<file path="src/rtl/fft8_stream.sv">
// fft8_stream: 8-point real-input FFT, valid/ready in and out, one shared multiplier.
// Build option FFT8_SCALE_EN: every output word is divided by 8 (floor) in COMB.
module fft8_stream #(
    parameter int W       = 16,
    parameter int FRAC    = 8,
    parameter int MUL_LAT = 2
) (
    input  logic                clk,
    input  logic                rst,
    input  logic                in_valid,
    output logic                in_ready,
    input  logic [8*W-1:0]      in_data,
    output logic                out_valid,
    input  logic                out_ready,
    output logic [8*(W+4)-1:0]  out_re,
    output logic [8*(W+4)-1:0]  out_im
);

    localparam int WI    = W + 4;
    localparam int WP    = 2 * WI;
    localparam int CNT_W = $clog2(MUL_LAT + 1);
    localparam int C     = $rtoi(0.70710678 * real'(1 << FRAC) + 0.5);

    localparam logic signed [WI-1:0] POS_C = WI'(C);
    localparam logic signed [WI-1:0] NEG_C = -POS_C;

    localparam logic [2:0] IDLE  = 3'd0;
    localparam logic [2:0] MUL_A = 3'd1;
    localparam logic [2:0] MUL_B = 3'd2;
    localparam logic [2:0] COMB  = 3'd3;
    localparam logic [2:0] OUT   = 3'd4;

    logic [2:0]       state;
    logic [CNT_W-1:0] cnt;

    logic signed [WI-1:0] xs [8];
    logic signed [WI-1:0] t1, t2, t3, t5;
    logic signed [WI-1:0] m3, m6, t4, t6;
    logic signed [WI-1:0] m4, m7;
    logic signed [WI-1:0] mul_a, mul_b;
    logic signed [WP-1:0] pipe [MUL_LAT];
    logic signed [WI-1:0] re_b [8];
    logic signed [WI-1:0] im_b [8];

    function automatic logic signed [WI-1:0] scale(
        input logic signed [WI-1:0] v
    );
`ifdef FFT8_SCALE_EN
        return v >>> 3;
`else
        return v;
`endif
    endfunction

    assign in_ready = (state == IDLE) && !rst;

    always_comb begin
        for (int n = 0; n < 8; n++) begin
            xs[n] = {{4{in_data[n*W+W-1]}}, in_data[n*W +: W]};
        end
    end

    // Operands are held for the whole phase; the pipe tail is sampled
    // exactly MUL_LAT cycles after the phase's first cycle.
    always_comb begin
        if (state == MUL_B) begin
            mul_a = t4 + t6;
            mul_b = NEG_C;
        end else begin
            mul_a = t4 - t6;
            mul_b = POS_C;
        end
    end

    always_ff @(posedge clk) begin
        if (rst) begin
            for (int i = 0; i < MUL_LAT; i++) begin
                pipe[i] <= '0;
            end
        end else begin
            pipe[0] <= WP'(mul_a) * WP'(mul_b);
            for (int i = 1; i < MUL_LAT; i++) begin
                pipe[i] <= pipe[i-1];
            end
        end
    end

    always_comb begin
        re_b[0] = t1 + t2 + t3 + t5;
        im_b[0] = '0;
        re_b[4] = t1 + t2 - t3 - t5;
        im_b[4] = '0;
        re_b[2] = t1 - t2;
        im_b[2] = t5 - t3;
        re_b[6] = re_b[2];
        im_b[6] = -im_b[2];
        re_b[1] = m3 + m4;
        im_b[1] = m6 + m7;
        re_b[7] = re_b[1];
        im_b[7] = -im_b[1];
        re_b[5] = m3 - m4;
        im_b[5] = m6 - m7;
        re_b[3] = re_b[5];
        im_b[3] = -im_b[5];
    end

    always_ff @(posedge clk) begin
        if (rst) begin
            state     <= IDLE;
            cnt       <= '0;
            out_valid <= 1'b0;
            out_re    <= '0;
            out_im    <= '0;
            t1 <= '0; t2 <= '0; t3 <= '0; t5 <= '0;
            m3 <= '0; m6 <= '0; t4 <= '0; t6 <= '0;
            m4 <= '0; m7 <= '0;
        end else begin
            unique case (state)
                IDLE: begin
                    if (in_valid) begin
                        t1    <= xs[0] + xs[4];
                        t2    <= xs[6] + xs[2];
                        t3    <= xs[1] + xs[5];
                        t5    <= xs[3] + xs[7];
                        m3    <= xs[0] - xs[4];
                        m6    <= xs[6] - xs[2];
                        t4    <= xs[1] - xs[5];
                        t6    <= xs[3] - xs[7];
                        cnt   <= '0;
                        state <= MUL_A;
                    end
                end
                MUL_A: begin
                    if (cnt == CNT_W'(MUL_LAT - 1)) begin
                        cnt   <= '0;
                        state <= MUL_B;
                    end else begin
                        cnt <= cnt + 1'b1;
                    end
                end
                MUL_B: begin
                    if (cnt == '0) begin
                        m4 <= WI'(pipe[MUL_LAT-1] >>> FRAC);
                    end
                    if (cnt == CNT_W'(MUL_LAT)) begin
                        m7    <= WI'(pipe[MUL_LAT-1] >>> FRAC);
                        cnt   <= '0;
                        state <= COMB;
                    end else begin
                        cnt <= cnt + 1'b1;
                    end
                end
                COMB: begin
                    for (int k = 0; k < 8; k++) begin
                        out_re[k*WI +: WI] <= scale(re_b[k]);
                        out_im[k*WI +: WI] <= scale(im_b[k]);
                    end
                    out_valid <= 1'b1;
                    state     <= OUT;
                end
                OUT: begin
                    if (out_ready) begin
                        out_valid <= 1'b0;
                        state     <= IDLE;
                    end
                end
                default: begin
                    state <= IDLE;
                end
            endcase
        end
    end

endmodule
</file>
<file path="config.mk">
export PLATFORM = sky130hd
export DESIGN_NAME = fft8_stream
export DESIGN_NICKNAME = d
export VERILOG_FILES = /design/src/rtl/fft8_stream.sv
export SDC_FILE = /design/constraint.sdc
export NUM_CORES = 2
export LEC_CHECK = 0
export BUFFER_PORTS_ARGS = -buffer_cell sky130_fd_sc_hd__buf_2
export CORE_MARGIN = 1
export CORE_UTILIZATION = 56
export DETAILED_ROUTE_END_ITERATION = 8
export HOLD_SLACK_MARGIN = 0.02
export PLACE_DENSITY = 0.89
export SLEW_MARGIN = 20
export SYNTH_ARGS = -nofsm -noshare
export SYNTH_HDL_FRONTEND = slang
export SYNTH_SLANG_ARGS = --single-unit
</file>
<file path="constraint.sdc">
create_clock -name clk -period 26.7 [get_ports clk]
set_clock_uncertainty 0.2 [all_clocks]
set_input_delay 1.335 -clock clk [delete_from_list [all_inputs] [get_ports clk]]
set_output_delay 1.335 -clock clk [all_outputs]
set_load 0.02 [all_outputs]
</file>
==> impl_metrics.ini <==
[run_status]
status = completed

[yosys]
ys_seq_area_frac = 0.217
synth_adder_area_share = 0.271
synth_compound_area_frac = 0.170
yosys_warnings = 0
synthMuxAreaShare = 0.00273
synth_top_family_by_area = adder cells
ys_seq_elements = 432
synth_ff_type = dfxtp_1
synthCells = 4949
yosys.area_share.simple = 0.165
netlist_area_um2 = 39900
synthXorXnorAreaFrac = 0.0657
synth-edff-count = 0
synth_cell_type_count = 82
synthArstFlopShare = 0
synth_area_per_cell_um2 = 8.06

[place]
dp_cells = 6039
port_buffers = 413
dpl.hpwl_um = 94500
postPlaceCellArea_um2 = 41800
place_congestion = 1.01

[layout]
stdcell_area_um2 = 43600
n_fill_cell = 6105
fin_nets = 5985
area_delta_synth_final_pct = 9.29
drive_gt1_frac = 0.109
final-instance-count-excl-fill = 6130
final_util = 0.620

[drt]
finalWirelength_um = 118000
via_per_inst = 5.74
drt.antenna.violating_nets = 0
wire_per_inst_um = 19.3
via_count = 35200
dr.first_iter.drc_count = 3041
firstDrtPassIters = 6
drc = 0

[timing]
max_freq_ghz = 0.0881
fin_crit_ns = 11.35
worst_pin_slew_ns = 1.20
final_max_slew_viol_count = 0
finalSetupTns_ns = 0
relSlewSlack = 0.181
period_share = 0.425
hold_violations = 0
rsz0062_at_grt = false
setup_viol = 0

[cts]
cts_setup_buffers = 0
postCtsHoldBufs = 0
cts_tree = yes
ctsHtreeMaxLevel = 2
cts_root_buffer = clkbuf_16
clk_pin_slew_ns = 0.06
ctsLongestPathBuffers = 3
ctsResizeCount = 0
cts_sinks = 432
clock_latency_ns = 0.63
cts_buffers = 49

[worst_setup_path]
path_common_cell = fa_1
crit_type = flip-flop to flip-flop
slowest_delay_ns = 0.70
critPathLaunchType = flip-flop
critPathMaxFanout = 43
worstSetupEndpointType = flip-flop
cp_slowest_cell = or2_2
crit_arrival_ns = 11.63
crit_required_ns = 26.98

[job]
drv_cap = 0

[floorplan]
core_area_um2 = 70300
initial_core_util = 0.568
die_h_um = 269
die_area_um2 = 72300
rows = 97
die_w_um = 269
pin_count = 454

[worst_hold_path]
hold_path_class = flip-flop to flip-flop

[global_route]
grt_first_pass_wirelength_um = 183000
grt_overflow = 0
antenna_found_initial = 4
grt_max_degree = 256
track_usage = 0.325
grt_pass1_vias = 33800
[synth_stat cells, types with 67 or more instances]
cell      number  share of area
nor3_1       120          0.015
clkbuf_1     200          0.019
ha_1         435           0.14
dfxtp_1      432           0.22
inv_1        720          0.068
buf_4        106          0.020
nand3_1       75         0.0094
xor2_1        73          0.016
o21ai_0      147          0.018
nor2_1       382          0.036
xnor2_1      226          0.050
or3_1         67          0.011
a211oi_1     158          0.030
nor2b_1       72          0.011
fa_1         268           0.13
nand2_1      455          0.043
a21oi_1      405          0.051
[final timing paths]
kind | slack (ns) | depth (start not counted) | end | start
hold / removal | 0.22 | 1 | pipe[0][50] | pipe[0][10]
hold reg to reg | 0.22 | 1 | pipe[0][50] | pipe[0][10]
setup / recovery | 15.35 | 35 | pipe[0][27] | state[2]
setup reg to reg | 15.35 | 35 | pipe[0][27] | state[2]
[per-stage QoR]
stage                     hold WS, ns  worst slack (ns)
after floorplan                 0.214             16.93
after global placement          0.217             15.71
after detailed placement        0.222             15.51
after CTS                       0.231             15.44
after global routing            0.250             14.57
final                           0.220             15.35
[critical path, delay by kind of cell (launching register included)]
kind	cells	cell delay [ns]
buffers and inverters	5	0.79
xor gates and xnor gates	4	0.59
and+or+nand+nor	7	2.01
DFF	1	0.58
adders and majority gates	9	4.00
AOI/OAI and AO/OA	10	3.01
[cell families after synthesis]
kind of cell | count (synthesis)
buf+inv | 1039
fa+ha+maj | 703
mux | 10
compound gates | 1058
flops | 432
xor+xnor | 299
simple gates | 1407
other cells | 1
[sequential cells by signal, indices dropped and copies added, names as in the netlist]
signal     count
m3            16
t3            17
cnt            2
pipe          40
t1            17
m6            16
m7            20
t5            17
out_im       116
out_re        98
t2            17
out_valid      1
m4            20
t6            16
t4            16
state          3
[layout by cell type, fill, tap and decap left out, types with 29 or more instances in the layout]
cell type | Yosys | routed
nor2b_1 | 72 | 72
a211oi_1 | 158 | 158
clkbuf_16 | 0 | 49
nor3_1 | 120 | 119
a21oi_1 | 405 | 405
nor2_1 | 382 | 381
a31oi_1 | 32 | 32
a21o_1 | 34 | 34
fa_1 | 268 | 268
or3_1 | 67 | 67
xor2_1 | 73 | 73
nand2_1 | 455 | 455
and3_1 | 36 | 36
nand3_1 | 75 | 75
and2_1 | 29 | 29
dfxtp_1 | 432 | 432
ha_1 | 435 | 435
inv_1 | 720 | 719
conb_1 | 1 | 42
buf_2 | 5 | 412
nand2b_1 | 47 | 47
o21ai_0 | 147 | 147
o21bai_1 | 40 | 40
xnor2_1 | 226 | 226
[area by class of cell]
type                            instances  area, um^2  area share
Multi-Input combinational cell       3519       27100       0.622
Timing Repair Buffer                  427        2220      0.0509
Tap cell                              940        1180      0.0270
Clock buffer                           62        1340      0.0306
Antenna cell                            2        5.00    0.000115
Clock inverter                         27         402     0.00921
Inverter                              721        2710      0.0621
Sequential cell                       432        8650       0.198
[metal layers]
| layer | track usage | share of wire |
|---|---|---|
| met1 | 0.390 | 0.39 |
| met2 | 0.545 | 0.46 |
| met3 | 0.0627 | 0.088 |
| met4 | 0.180 | 0.061 |
| met5 | 0 | 0.00017 |
Power is not shown: default switching activity piles up to over one toggle a cycle in this logic, so the estimate is an artifact.
